$ cat src/rtl/lamp_counter_pkg.sv
// Shared types for the lamp counter: count mode and bounce direction.
package lamp_counter_pkg;

    // Count mode as presented on the mode port.
    typedef enum logic [1:0] {
        UP     = 2'd0,
        DOWN   = 2'd1,
        BOUNCE = 2'd2,
        HOLD   = 2'd3
    } mode_t;

    // Travel direction, meaningful in BOUNCE mode and reset to up by load/reset.
    typedef enum logic {
        UP_DIR   = 1'b0,
        DOWN_DIR = 1'b1
    } dir_t;

endpackage

$ cat src/rtl/tick_prescaler.sv
// Prescaler producing a one-cycle tick enable every DIV enabled clk cycles.
// Ports: clk, rst_n (async active-low), en (run enable), clr (sync clear,
//        wins over en), tick (high while count==DIV-1 and en=1).
module tick_prescaler #(
    parameter int unsigned DIV = 8388608
) (
    input  logic clk,
    input  logic rst_n,
    input  logic en,
    input  logic clr,
    output logic tick
);

    localparam int unsigned PW = (DIV > 1) ? $clog2(DIV) : 1;
    localparam logic [PW-1:0] LAST = PW'(DIV - 1);

    logic [PW-1:0] cnt;

    // Gated by rst_n so tick drops immediately on reset even when DIV=1.
    assign tick = rst_n && en && (cnt == LAST);

    // Free-running modulo-DIV count, frozen while en=0.
    always_ff @(posedge clk or negedge rst_n) begin
        if (!rst_n) begin
            cnt <= '0;
        end else if (clr) begin
            cnt <= '0;
        end else if (en) begin
            cnt <= (cnt == LAST) ? '0 : cnt + PW'(1);
        end
    end

endmodule

$ cat src/rtl/lamp_counter_ctrl.sv
// Lamp counter with prescaler, programmable modulus, up/down/bounce/hold
// modes, synchronous load and a registered wrap pulse.
// Ports: clk, rst_n (async active-low), en (run enable), mode (mode_t),
//        top_val (range 0..top_val), load/load_val (sync load, clamped to
//        top_val), lamps (registered count), tick (prescaler terminal
//        pulse), wrap (one-cycle pulse on range-end event).
module lamp_counter_ctrl
    import lamp_counter_pkg::*;
#(
    parameter int unsigned WIDTH = 8,
    parameter int unsigned DIV   = 8388608
) (
    input  logic             clk,
    input  logic             rst_n,
    input  logic             en,
    input  logic [1:0]       mode,
    input  logic [WIDTH-1:0] top_val,
    input  logic             load,
    input  logic [WIDTH-1:0] load_val,
    output logic [WIDTH-1:0] lamps,
    output logic             tick,
    output logic             wrap
);

    dir_t             dir;
    dir_t             dir_nxt;
    logic [WIDTH-1:0] lamps_nxt;
    logic             wrap_nxt;

    // Load restarts the tick spacing so the next step is DIV enabled cycles out.
    tick_prescaler #(
        .DIV (DIV)
    ) u_prescaler (
        .clk   (clk),
        .rst_n (rst_n),
        .en    (en),
        .clr   (load),
        .tick  (tick)
    );

    // Counter state register.
    always_ff @(posedge clk or negedge rst_n) begin
        if (!rst_n) begin
            lamps <= '0;
            dir   <= UP_DIR;
            wrap  <= 1'b0;
        end else begin
            lamps <= lamps_nxt;
            dir   <= dir_nxt;
            wrap  <= wrap_nxt;
        end
    end

    // Next-state: load beats tick; tick already includes en.
    always_comb begin
        lamps_nxt = lamps;
        dir_nxt   = dir;
        wrap_nxt  = 1'b0;

        if (load) begin
            lamps_nxt = (load_val > top_val) ? top_val : load_val;
            dir_nxt   = UP_DIR;
        end else if (tick) begin
            case (mode_t'(mode))
                UP: begin
                    // >= so a lowered top_val still wraps on the next tick.
                    if (lamps >= top_val) begin
                        lamps_nxt = '0;
                        wrap_nxt  = 1'b1;
                    end else begin
                        lamps_nxt = lamps + WIDTH'(1);
                    end
                end
                DOWN: begin
                    if (lamps == '0) begin
                        lamps_nxt = top_val;
                        wrap_nxt  = 1'b1;
                    end else begin
                        lamps_nxt = lamps - WIDTH'(1);
                    end
                end
                BOUNCE: begin
                    if (top_val == '0) begin
                        // Degenerate range: pin at 0, every tick is an end event.
                        lamps_nxt = '0;
                        wrap_nxt  = 1'b1;
                    end else if (dir == UP_DIR && lamps >= top_val) begin
                        lamps_nxt = top_val - WIDTH'(1);
                        dir_nxt   = DOWN_DIR;
                        wrap_nxt  = 1'b1;
                    end else if (dir == DOWN_DIR && lamps == '0) begin
                        lamps_nxt = WIDTH'(1);
                        dir_nxt   = UP_DIR;
                        wrap_nxt  = 1'b1;
                    end else if (dir == UP_DIR) begin
                        lamps_nxt = lamps + WIDTH'(1);
                    end else begin
                        lamps_nxt = lamps - WIDTH'(1);
                    end
                end
                HOLD: begin
                    lamps_nxt = lamps;
                end
                default: begin
                    lamps_nxt = lamps;
                end
            endcase
        end
    end

endmodule

$ cat config.mk
export PLATFORM = sky130hd
export DESIGN_NAME = lamp_counter_ctrl
export DESIGN_NICKNAME = d
export VERILOG_FILES = /design/src/rtl/lamp_counter_pkg.sv /design/src/rtl/tick_prescaler.sv /design/src/rtl/lamp_counter_ctrl.sv
export SDC_FILE = /design/constraint.sdc
export NUM_CORES = 1
export LEC_CHECK = 0
export CAP_MARGIN = 15
export CORE_MARGIN = 2
export CORE_UTILIZATION = 40
export CTS_BUF_LIST = sky130_fd_sc_hd__clkbuf_16
export CTS_CLUSTER_DIAMETER = 50
export DETAILED_ROUTE_END_ITERATION = 8
export GPL_TIMING_DRIVEN = 0
export PLACE_DENSITY = 0.59
export SLEW_MARGIN = 25
export SYNTH_ARGS = -nofsm -noshare
export SYNTH_HDL_FRONTEND = slang
export SYNTH_SLANG_ARGS = --single-unit
export TNS_END_PERCENT = 20
$ cat constraint.sdc
create_clock -name clk -period 6 [get_ports clk]
set_clock_uncertainty 0.05 [all_clocks]
set_input_delay 1.2 -clock clk [delete_from_list [all_inputs] [get_ports clk]]
set_output_delay 1.2 -clock clk [all_outputs]
set_load 0.05 [all_outputs]
Yosys cells after proc, flatten, opt, wreduce, memory -nomap -nowiden
Index checks and enable logic that the tools add are counted.
{"block": "op_classes", "add_sub_neg": 4, "magnitude_cmp": 2, "eq_ne": 6, "mux": 27, "bitwise": 1, "reduce_logical": 13}
{"cell": "8-bit 2-to-1 mux", "n": 9}
{"cell": "23-bit 2-to-1 mux", "n": 3}
{"cell": "8-bit one-hot mux with 3 select lines", "n": 1}
{"cell": "23-bit by 1-bit adder with 23-bit output (second input constant)", "n": 1}
{"cell": "23-bit equality test (second input constant)", "n": 1}
{"cell": "8-bit logical NOT", "n": 2}
{"cell": "8-bit by 1-bit subtractor with 8-bit output (second input constant)", "n": 2}
{"cell": "1-bit 2-to-1 mux", "n": 13}
{"cell": "8-bit by 1-bit adder with 8-bit output (second input constant)", "n": 1}
{"cell": "8-bit >= comparator", "n": 1}
{"cell": "8-bit greater-than comparator", "n": 1}
{"cell": "2-bit nonzero test", "n": 3}
{"cell": "2-bit equality test (second input constant)", "n": 2}
{"cell": "1-bit logical AND", "n": 4}
{"cell": "2-bit inequality test (second input constant)", "n": 2}
{"cell": "4-bit AND reduction", "n": 1}
{"cell": "1-bit one-hot mux with 3 select lines", "n": 1}
{"cell": "3-bit nonzero test", "n": 1}
{"cell": "2-bit by 1-bit equality test with 1-bit output (second input constant)", "n": 1}
{"cell": "2-bit logical NOT", "n": 1}
{"cell": "2-bit AND reduction", "n": 1}
{"cell": "1-bit NOT", "n": 1}
{"block": "word_totals", "regBits": 33, "in_bits": 22, "word_cells": 57}

Logic depth before layout (Yosys ltp)
{"block": "depth", "depth_word": 8, "ltp_mapped": 11, "mapped_depth_nobuf": 9}

Modules after synthesis
From an unflattened synthesis, not the netlist that was laid out.
{"block": "unflattened", "cells_unflattened": 391, "hier_area_um2": 3186.8}
{"module": "lamp_counter_ctrl", "instances": 1, "cells_per_inst": 253, "area_per_inst_um2": 1913.1, "seq_area_each_um2": 250.2}
{"module": "tick_prescaler", "instances": 1, "cells_per_inst": 138, "area_per_inst_um2": 1273.7, "seq_area_each_um2": 575.6}

Least setup slack after synthesis
Ideal clock, no wire load.
{"block": "synth_timing", "kind": "input to register", "from": "input top_val[0]", "to": "register lamps[1]", "setup_time_ns": 0.130, "t_arrival_ns": 2.880, "required_time_ns": 5.820, "path_slack_ns": 2.941, "stages": 9, "n_path_buf": 2, "cell_sequence": "ha_1 > nand2b_1 > a2111o_1 > a21oi_2 > buf_6 > buf_2 > nor3_1 > a311oi_1 > o31ai_1"}
{"block": "synth_via", "elab_chain_cells": 7}
{"item": "start, declared", "line": "lamp_counter_ctrl.sv:17", "source": "input logic [WIDTH-1:0] top_val,"}
{"item": "8-bit >= comparator", "line": "lamp_counter_ctrl.sv:67, lamp_counter_ctrl.sv:87"}
{"item": "1-bit logical AND", "line": "lamp_counter_ctrl.sv:87", "source": "end else if (dir == UP_DIR && lamps >= top_val) begin"}
{"item": "8-bit 2-to-1 mux", "line": "lamp_counter_ctrl.sv:87"}
{"item": "8-bit 2-to-1 mux", "line": "lamp_counter_ctrl.sv:83", "source": "if (top_val == '0) begin"}
{"item": "8-bit one-hot mux with 3 select lines", "line": "lamp_counter_ctrl.sv:64", "source": "case (mode_t'(mode))"}
{"item": "8-bit 2-to-1 mux", "line": "lamp_counter_ctrl.sv:63", "source": "end else if (tick) begin"}
{"item": "8-bit 2-to-1 mux (*)", "line": "lamp_counter_ctrl.sv:60", "source": "if (load) begin"}
{"item": "end signal, assigned", "line": "lamp_counter_ctrl.sv:48", "source": "lamps <= lamps_nxt;"}
{"item": "end, declared", "line": "lamp_counter_ctrl.sv:20", "source": "output logic [WIDTH-1:0] lamps,"}
Mark *: on every way between the ends. The rest lies on a longest branch, timed or not. The select of a mux whose other input is x is not followed.
A chain may end at the register's enable or synchronous reset.

Worst setup path in the final report
{"block": "layout_timing", "from": "input en", "to": "output tick"}
{"block": "layout_via", "elab_chain_cells": 2}
{"item": "start, declared", "line": "lamp_counter_ctrl.sv:15", "source": "input logic en,"}
{"item": "1-bit logical AND (2 in a row)", "line": "tick_prescaler.sv:20", "source": "assign tick = rst_n && en && (cnt == LAST);"}
{"item": "end, declared", "line": "lamp_counter_ctrl.sv:21", "source": "output logic tick,"}
No other way between the ends.

==> results.toml <==
[placement]
port_buffers = 31
dpl-instance-area_sq_mm = 0.003501
hpwlAfterDp_mm = 6.512
gp_congestion = 0.9149

[drt]
drt_first_iter_violations = 218
first_pass_iters = 5
route.detailed.drc = 0
num_vias = 2887
wirelength_mm = 8.347
wl_per_cell_um = 16.56
ant_nets = 0
drt-vias-per-instance = 5.728

[worst_setup_path]
arrival_ns = 2.96
rrSetupSlack_ns = 2.68
critPathKind = "input port to output port"
crit_buf_inv = 3
rr_endpoint = "lamps[1]"
critPathSlowestCell = "clkdlybuf4s50_1"
path_cells = "clkdlybuf4s50_1 > buf_2 > and4_4 > clkdlybuf4s50_1"
end_kind = "output port"
crit_top_cell = "clkdlybuf4s50_1"
regToRegStartpoint = "lamps[0]"
start_kind = "input port"
worstPathRequired_ns = 4.75
ff2ff_path_depth = 11
cp_max_fo = 10
critical_path.max_stage_delay_ns = 0.80
critical-path-top-delay-family = "buffers and inverters"

[power]
pwr-share-clk = 0.363
powerDensity_mw_per_mm2 = 217.1
pwr-share-comb = 0.334
intPower_mw = 0.5299
p_leak_nw = 1.540
ir_worst_vdd_mv = 0.1486
seq_power_share = 0.303
p_sw_frac = 0.3344
p_sw_mw = 0.2663
design_power_total_mw = 0.7962

[floorplanning]
fp.dieH_um = 91.24
core_sq_mm = 0.007292
io_pins = 32
initial_core_util = 0.4175
die_w_um = 91.24
die_area_sq_mm = 0.008324
rows = 31

[run_status]
run_status = "finished, final reports clean"

[logic_synthesis]
ys.flop_type = "dfrtp_1"
ys_warn_count = 0
synth_fp_nets = 414
synth_edf_count = 0
ys_ff_latch = 33
synthCells = 365
ys_seq_area_frac = 0.2713
syn_area_sq_mm = 0.003044
async_flop_share = 1.000
synth_area_per_cell_sq_um = 8.340
ys_types = 54

[timing]
hold_viol = 0
post-route-period-util = 0.7008
tightest_slew_ns = 0.8170
fin_setup_tns_ns = 0
slew_headroom = 0.4553
finalSetupViolations = 0
grt_setup_unrepaired = "false"
max_freq_mhz = 237.8
drv_slew = 0
min_period_ns = 4.205

[cts]
cts_hold_buffers = 0
cts_buffers = 5
clockRootBuffer = "clkbuf_16"
post_cts_buffers = 0
htreeDepth = 2
path_clk_slew_ns = 0.06
cts_max_path_buffers = 2
cts_tree = "yes"
cts-resized-gates = 0
insertion_delay_ns = 0.28
cts.sinks = 33

[hold_path]
whs_endpoint = "u_prescaler.cnt[8]"
hold_path_class = "register to register"
min_from = "u_prescaler.cnt[8]"
holdPathStages = 1

[final_layout]
num_antenna_cells = 0
drive_gt1_frac = 0.1037
final_common_cell = "dfrtp_1"
final_nets = 453
final_cell_mix = "33 x dfrtp_1, 32 x nor2_1, 30 x clkdlybuf4s50_1"
areaGrowthSynthToFinish_pct = 20.47
finalInstanceArea_sq_mm = 0.003667

[job]
drv_cap = 0

[grt]
grt_pass1_wl_mm = 13.80
gr-total-overflow = 0
grt_pass1_vias = 2668
antenna_found_initial = 0
grtUsageTotal = 0.2090
grt_max_degree = 21
-- how the worst max path moves through the flow --
stage          depth (start not counted)  endpoint  startpoint  slack [ns]
6_report                               4      tick          en        1.79
3_3_place_gp                           3      tick       rst_n        0.60
3_5_place_dp                           4      tick          en        1.79
4_1_cts                                4      tick          en        1.79
2_1_floorplan                          9  lamps[1]  top_val[0]        2.94
5_1_grt                                4      tick          en        1.73
-- routing by layer --
layer	vias to the layer above	part of all wire	track usage	wire length (um)
li1	1417	-	-	-
met1	1360	0.47	0.3011	3915
met2	103	0.46	0.3253	3858
met3	7	0.062	0.03485	517
met4	0	0.0066	0.05303	55
met5	-	0	0	0
-- cell families after synthesis --
group,count (synthesis),share of synthesized area
buf+inv,36,0.05097
compound gates,95,0.2018
simple gates,129,0.2277
xor+xnor,33,0.09495
flops,33,0.2713
mux,12,0.04234
fa+ha+maj,27,0.1110
-- registers in the layout, indices dropped and copies added, names as in the netlist --
signal / flops
u_prescaler.cnt: 23
dir: 1
lamps: 8
wrap: 1
-- synth_stat cells, types with 3 or more instances --
| cell | instances | area share |
|---|---|---|
| clkbuf_1 | 8 | 0.0099 |
| inv_1 | 17 | 0.021 |
| o211ai_1 | 5 | 0.012 |
| a21oi_1 | 28 | 0.046 |
| o311ai_0 | 3 | 0.0086 |
| nand4_1 | 12 | 0.025 |
| nand2b_1 | 4 | 0.0082 |
| mux2_2 | 7 | 0.026 |
| a22oi_1 | 8 | 0.020 |
| xnor2_1 | 15 | 0.043 |
| and3_1 | 4 | 0.0082 |
| mux2i_1 | 5 | 0.016 |
| o31ai_1 | 8 | 0.020 |
| buf_2 | 10 | 0.016 |
| nand2_1 | 27 | 0.033 |
| nand3_1 | 22 | 0.036 |
| a31oi_1 | 3 | 0.0062 |
| o21ai_0 | 19 | 0.031 |
| o22ai_1 | 4 | 0.0082 |
| and4_1 | 3 | 0.0086 |
| xor2_1 | 18 | 0.052 |
| ha_1 | 27 | 0.11 |
| nor2_1 | 32 | 0.039 |
| nor3_1 | 6 | 0.0099 |
| a31o_2 | 3 | 0.0086 |
| dfrtp_1 | 33 | 0.27 |
-- metrics by stage --
stage / instances / worst slack, ns / hold WS [ns] / utilization
after detailed placement: 496 / 1.793 / 0.4342 / 0.4801
final: 504 / 1.795 / 0.4428 / 0.5029
after CTS: 504 / 1.793 / 0.4451 / 0.5029
after floorplan: 365 / 2.941 / 0.4013 / -
after global placement: 495 / 0.6030 / 0.4316 / 0.4770
after global routing: 504 / 1.729 / 0.4756 / 0.5029
-- area by class of cell --
type	instances	area, sq um
flip-flops and latches	33	825.8
inverters	17	63.81
well taps	99	123.9
multi-input cells	296	2063
clock inverters	3	41.29
fillers	735	3625
repair buffers	32	332.8
clock buffers	5	125.1
plain buffers	19	91.34
-- power groups by stage --
stage	Sequential [mW]	Clock, mW	Combinational, mW
3_5_place_dp	0.246	0	0.261
2_1_floorplan	0.268	0	0.154
4_1_cts	0.241	0.295	0.262
3_3_place_gp	0.245	0	0.257
6_report	0.241	0.289	0.266
5_1_grt	0.242	0.303	0.290
No activity file was read; power rests on OpenSTA's default activity.
